===== src/rtl/sdram_mem_tester.sv =====
// sdram_mem_tester: Avalon-MM pattern writer / pipelined read-back checker for board-level SDRAM validation.
module sdram_mem_tester #(
    parameter int DATA_W          = 16,
    parameter int ADDR_W          = 23,
    parameter int BASE_ADDR       = 0,
    parameter int NUM_WORDS       = 4194304,
    parameter int MAX_OUTSTANDING = 4,
    parameter int LFSR_SEED       = 16'hACE1
) (
    input  logic                  clk,
    input  logic                  reset,
    input  logic                  start,
    input  logic                  continuous,
    input  logic                  stop,
    input  logic [1:0]            mode,
    output logic [ADDR_W-1:0]     avm_address,
    output logic                  avm_write,
    output logic                  avm_read,
    output logic [DATA_W-1:0]     avm_writedata,
    output logic [DATA_W/8-1:0]   avm_byteenable,
    input  logic                  avm_waitrequest,
    input  logic [DATA_W-1:0]     avm_readdata,
    input  logic                  avm_readdatavalid,
    output logic                  busy,
    output logic                  done,
    output logic                  pass,
    output logic [31:0]           error_count,
    output logic [ADDR_W-1:0]     first_err_addr,
    output logic [15:0]           pass_count
);
    localparam int OW = $clog2(MAX_OUTSTANDING + 1);
    localparam logic [OW-1:0] MAX_O = OW'(MAX_OUTSTANDING);
    localparam logic [31:0] LAST = 32'(NUM_WORDS - 1);
    localparam logic [15:0] SEED = 16'(LFSR_SEED);

    typedef enum logic [2:0] {IDLE, WRITE, READ, DRAIN, DONE} state_t;
    state_t state, state_next;

    logic [31:0]       wr_idx, iss_idx, rcv_idx;
    logic [OW-1:0]     outstanding;
    logic [15:0]       wr_lfsr, rd_lfsr;
    logic [1:0]        mode_r;
    logic              stop_r, have_err;
    logic              wr_acc, rd_acc, rv, drain_end;
    logic [DATA_W-1:0] exp_rd;

    function automatic logic [15:0] lfsr_next(input logic [15:0] v);
        return v[0] ? ((v >> 1) ^ 16'hB400) : (v >> 1);
    endfunction

    function automatic logic [DATA_W-1:0] pattern(input logic [1:0] m, input logic [31:0] idx,
                                                  input logic [15:0] l, input logic p);
        logic [DATA_W-1:0] rep;
        for (int k = 0; k < DATA_W; k++) rep[k] = l[k % 16];
        return m == 2'd0 ? DATA_W'(idx) :
               m == 2'd1 ? rep :
               m == 2'd2 ? ({(DATA_W/2){2'b01}} ^ {DATA_W{idx[0] ^ p}}) :
                           {DATA_W{~p}};
    endfunction

    function automatic logic [ADDR_W-1:0] word_addr(input logic [31:0] i);
        return ADDR_W'(BASE_ADDR) + ADDR_W'(i * (DATA_W / 8));
    endfunction

    assign avm_write      = state == WRITE;
    assign avm_read       = state == READ && outstanding < MAX_O;
    assign avm_address    = avm_write ? word_addr(wr_idx) : avm_read ? word_addr(iss_idx) : ADDR_W'(BASE_ADDR);
    assign avm_writedata  = avm_write ? pattern(mode_r, wr_idx, wr_lfsr, pass_count[0]) : '0;
    assign avm_byteenable = '1;
    assign wr_acc         = avm_write && !avm_waitrequest;
    assign rd_acc         = avm_read && !avm_waitrequest;
    // Stray readdatavalid (e.g. from reads issued before a reset) is dropped here.
    assign rv             = avm_readdatavalid && (state == READ || state == DRAIN) && outstanding != '0;
    assign drain_end      = state == DRAIN && outstanding == '0;
    assign exp_rd         = pattern(mode_r, rcv_idx, rd_lfsr, pass_count[0]);

    always_comb begin
        state_next = state;
        case (state)
            IDLE:    if (start) state_next = WRITE;
            WRITE:   if (wr_acc && wr_idx == LAST) state_next = READ;
            READ:    if (rd_acc && iss_idx == LAST) state_next = DRAIN;
            DRAIN:   if (drain_end) state_next = (continuous && !stop_r && !stop) ? WRITE : DONE;
            DONE:    state_next = IDLE;
            default: state_next = IDLE;
        endcase
    end

    always_ff @(posedge clk) begin
        if (reset) begin
            state          <= IDLE;
            wr_idx         <= '0;
            iss_idx        <= '0;
            rcv_idx        <= '0;
            outstanding    <= '0;
            wr_lfsr        <= SEED;
            rd_lfsr        <= SEED;
            mode_r         <= '0;
            stop_r         <= 1'b0;
            have_err       <= 1'b0;
            busy           <= 1'b0;
            done           <= 1'b0;
            pass           <= 1'b0;
            error_count    <= '0;
            first_err_addr <= '0;
            pass_count     <= '0;
        end else begin
            state       <= state_next;
            outstanding <= outstanding + OW'(rd_acc) - OW'(rv);
            if (state == IDLE && start) begin
                busy           <= 1'b1;
                done           <= 1'b0;
                pass           <= 1'b0;
                error_count    <= '0;
                first_err_addr <= '0;
                have_err       <= 1'b0;
                pass_count     <= '0;
                mode_r         <= mode;
                stop_r         <= 1'b0;
                wr_idx         <= '0;
                wr_lfsr        <= SEED;
            end
            if (busy && stop) stop_r <= 1'b1;
            if (wr_acc) begin
                wr_idx  <= wr_idx + 1;
                wr_lfsr <= lfsr_next(wr_lfsr);
            end
            if (wr_acc && wr_idx == LAST) begin
                iss_idx <= '0;
                rcv_idx <= '0;
                rd_lfsr <= SEED;
            end
            if (rd_acc) iss_idx <= iss_idx + 1;
            if (rv) begin
                rcv_idx <= rcv_idx + 1;
                rd_lfsr <= lfsr_next(rd_lfsr);
                if (avm_readdata != exp_rd) begin
                    if (error_count != '1) error_count <= error_count + 1;
                    if (!have_err) first_err_addr <= word_addr(rcv_idx);
                    have_err <= 1'b1;
                end
            end
            if (drain_end) begin
                pass_count <= pass_count + 1;
                wr_idx     <= '0;
                wr_lfsr    <= SEED;
            end
            if (state == DONE) begin
                busy <= 1'b0;
                done <= 1'b1;
                pass <= error_count == '0;
            end
        end
    end
endmodule


===== config.mk =====
export PLATFORM = sky130hd
export DESIGN_NAME = sdram_mem_tester
export DESIGN_NICKNAME = d
export VERILOG_FILES = /design/src/rtl/sdram_mem_tester.sv
export SDC_FILE = /design/constraint.sdc
export NUM_CORES = 1
export LEC_CHECK = 0
export BUFFER_PORTS_ARGS = -buffer_cell sky130_fd_sc_hd__buf_2
export CAP_MARGIN = 25
export CORE_UTILIZATION = 50
export DETAILED_ROUTE_END_ITERATION = 6
export GPL_TIMING_DRIVEN = 1
export HOLD_SLACK_MARGIN = 0.03
export PLACE_DENSITY = 0.72
export SYNTH_ARGS = -nofsm -noshare
export SYNTH_HDL_FRONTEND = slang
export SYNTH_SLANG_ARGS = --single-unit

===== constraint.sdc =====
create_clock -name clk -period 3.3 [get_ports clk]
set_input_delay 0.66 -clock clk [delete_from_list [all_inputs] [get_ports clk]]
set_output_delay 0.66 -clock clk [all_outputs]
set_load 0.01 [all_outputs]

==> impl_metrics.env <==
export IMPL_grt_ovfl_total=0
export IMPL_synth_top_area_cell="dfxtp_1"
export IMPL_dr_wl_met3_um=1430
export IMPL_cts_tree="built"
export IMPL_synth_seq_cells=202
export IMPL_synth_top_area_share_pct=38.5
export IMPL_post_cts_setup_buffer_count=0
export IMPL_wl_per_cell_um=16.3
export IMPL_worstPathCellList="nor2b_1, nor2b_2, buf_4, a22o_1, buf_2"
export IMPL_p_int_mw=3.94
export IMPL_synth_warnings=0
export IMPL_netlist_area_sq_um=10500
export IMPL_clock_latency_ps=510
export IMPL_cts_root_buffer="clkbuf_16"
export IMPL_reg2reg_slack_ps=320
export IMPL_synthArstFlopShare_pct=0
export IMPL_cts_buffers=22
export IMPL_r2r_end="error_count[4]"
export IMPL_wl_met2_um=12800
export IMPL_slew_headroom_pct=42.1
export IMPL_p_seq_share_pct=48.2
export IMPL_placed_cells=1685
export IMPL_antenna_found_initial=1
export IMPL_rr_worst_depth=9
export IMPL_synth_top_flop_cell="dfxtp_1"
export IMPL_grt_first_pass_wirelength_um=46200
export IMPL_initial_core_util_pct=51.4
export IMPL_rsz0062_at_grt="no"
export IMPL_hold_viol_final=0
export IMPL_worst_pin_slew_ps=867
export IMPL_sw_frac_of_total_pct=23.1
export IMPL_cp_endpoint="avm_address[3]"
export IMPL_powerDensity_nw_per_um2=422
export IMPL_design_area_sq_um=12100
export IMPL_p_clk_share_pct=46.3
export IMPL_synth_most_common_cell="dfxtp_1"
export IMPL_required_ps=2640
export IMPL_area_delta_synth_final_pct=15.5
export IMPL_yosysSeqAreaShare_pct=38.5
export IMPL_ctsResizeCount=0
export IMPL_instances_no_fill=1724
export IMPL_synth_area_leaders="dfxtp_1 38%, nand2_1 5.5%, a21oi_1 5.1%, nor2_1 4.4%, nand3_1 4.1%"
export IMPL_regArea_sq_um=4050
export IMPL_path_clk_slew_ps=60
export IMPL_ant_nets=0
export IMPL_hold_slack_ps=428
export IMPL_endpoint_kind="primary output"
export IMPL_r2r_start="mode_r[0]"
export IMPL_met1_length_um=13100
export IMPL_min_period_over_period_pct=93.1
export IMPL_crit_path_start="state[0]"
export IMPL_synth_commonest_cells="202 x dfxtp_1, 155 x nand2_1, 124 x nor2_1, 108 x a21oi_1, 86 x nand3_1"
export IMPL_fin_skew_ps=17.2
export IMPL_wirelength_um=28000
export IMPL_start_kind="flop"
export IMPL_cts_sinks=202
export IMPL_synth_cell_types=74
export IMPL_die_area_sq_um=21600
export IMPL_grt_pass1_vias=9174
export IMPL_vias=10200
export IMPL_crit_fanout=22
export IMPL_hp_class="in -> reg"
export IMPL_grtUsageTotal_pct=25.7
export IMPL_fin_nets=1472
export IMPL_multi_input_area_sq_um=6020
export IMPL_slowest_delay_ps=500
export IMPL_arrival_ps=2410
export IMPL_fin_crit_ps=3070
export IMPL_topRoutingLayerUsed="met4"
export IMPL_die_x_um=147
export IMPL_drive_gt1_share_pct=17.2
export IMPL_drtPass1Iterations=5
export IMPL_synth_avg_cell_area_sq_um=7.91
export IMPL_critPathSlowestCell="nor2b_2"
export IMPL_cts_path_max_buffers=3
export IMPL_slew_viol_final=0
export IMPL_max_vdd_ir_drop_mv=0.298
export IMPL_vias_per_cell=5.89
export IMPL_place_congestion=0.897
export IMPL_p_switching_mw=1.18
export IMPL_setup_violations=0
export IMPL_outcome="completed"
export IMPL_synth_edf_count=0
export IMPL_crit_type="reg -> out"
export IMPL_postSynthCellCount=1328
export IMPL_fillers=1869
export IMPL_finalSetupTns_ps=0
export IMPL_power_static_leakage_nw=4.64
export IMPL_cap_violations=0
export IMPL_dp_hpwl_um=19500
export IMPL_combPwrFrac_pct=5.5
export IMPL_max_freq_mhz=326
export IMPL_grt_max_degree=56
export IMPL_die_y_um=147
export IMPL_core_area_sq_um=20400
export IMPL_drc=0
export IMPL_rows=52
export IMPL_place_area_sq_um=11400
export IMPL_htreeDepth=1
export IMPL_hold_buffers=0
export IMPL_top_level_ports=142
export IMPL_io_buffers=138
export IMPL_drt_initial_drc_count=874
==> worst max-delay path, delay by kind of cell, from the launching register on <==
| family | cells | cell delay (ps) |
|---|---|---|
| compound gates | 1 | 220 |
| simple gates | 2 | 720 |
| buf+inv | 2 | 500 |
| flops | 1 | 460 |
==> worst min-delay path by stage <==
stage                      start                end  slack [ps]  cells after the start
2_1_floorplan           have_err           have_err         430                      2
3_3_place_gp   first_err_addr[0]  first_err_addr[0]         420                      2
3_5_place_dp   first_err_addr[0]  first_err_addr[0]         430                      2
4_1_cts                  mode[1]          mode_r[1]         410                      3
5_1_grt                  mode[0]          mode_r[0]         440                      3
6_report                 mode[1]          mode_r[1]         430                      3
==> layer usage <==
| layer | vias to the layer above | GRT usage [%] |
|---|---|---|
| li1 | 5018 | - |
| met1 | 4811 | 35.9 |
| met2 | 284 | 41.6 |
| met3 | 48 | 2.92 |
| met4 | 0 | 7.58 |
| met5 | - | 0 |
==> per-stage QoR <==
stage	total power, mW	utilization [%]	setup WS (ps)
floorplan	2.70	-	614
global placement	2.80	56.0	427
detailed placement	2.80	56.0	347
CTS	5.15	59.4	221
global route	5.27	59.4	54.8
finish	5.12	59.4	229
==> placed cells by master (no fill, tap or decap), types with 25 or more instances in the layout <==
cell | synthesis | routed
dfxtp_1 | 202 | 201
nand2_1 | 155 | 155
buf_2 | 14 | 137
nor2_1 | 124 | 122
a21oi_1 | 108 | 108
nand3_1 | 86 | 86
o21ai_0 | 60 | 60
nor3_1 | 46 | 46
and3_1 | 42 | 42
buf_4 | 4 | 37
nand4_1 | 34 | 34
mux2i_1 | 32 | 32
nand3b_1 | 25 | 25
==> flip-flops by register name, summed over array words and instances, names as in the netlist, 2 cells and up <==
| register | count |
|---|---|
| error_count | 32 |
| pass_count | 16 |
| rd_lfsr | 16 |
| iss_idx | 32 |
| wr_lfsr | 16 |
| outstanding | 3 |
| state | 3 |
| wr_idx | 32 |
| rcv_idx | 22 |
| mode_r | 2 |
| first_err_addr | 23 |
==> cell families (layout without fill, tap and decap cells) <==
logic type               Yosys count  after routing  share of synthesized area, %
buffers and inverters            106            230                          4.45
XOR/XNOR                          42             42                          3.50
AND/OR/NAND/NOR                  633            633                          30.8
adder cells (fa/ha/maj)            8              8                          1.02
AO/OA/AOI/OAI                    299            299                          18.2
other                              2              4                        0.0715
multiplexers                      36             36                          3.48
flip-flops                       202            202                          38.5
==> cell type report <==
type / instances / area share, %
multi-input cells: 1021 / 49.6
flip-flops and latches: 202 / 33.3
repair buffers: 175 / 8.10
clock buffers: 36 / 5.56
well taps: 270 / 2.78
inverters: 17 / 0.526
clock inverters: 2 / 0.103
diodes: 1 / 0.0206
==> power groups by stage <==
stage               Sequential (mW)  Clock (mW)  Combinational (mW)
floorplan                      2.51           0               0.193
global placement               2.52           0               0.277
detailed placement             2.52           0               0.278
CTS                            2.47        2.41               0.279
global route                   2.47        2.50               0.305
finish                         2.47        2.37               0.280
No activity file was read; power rests on OpenSTA's default activity.
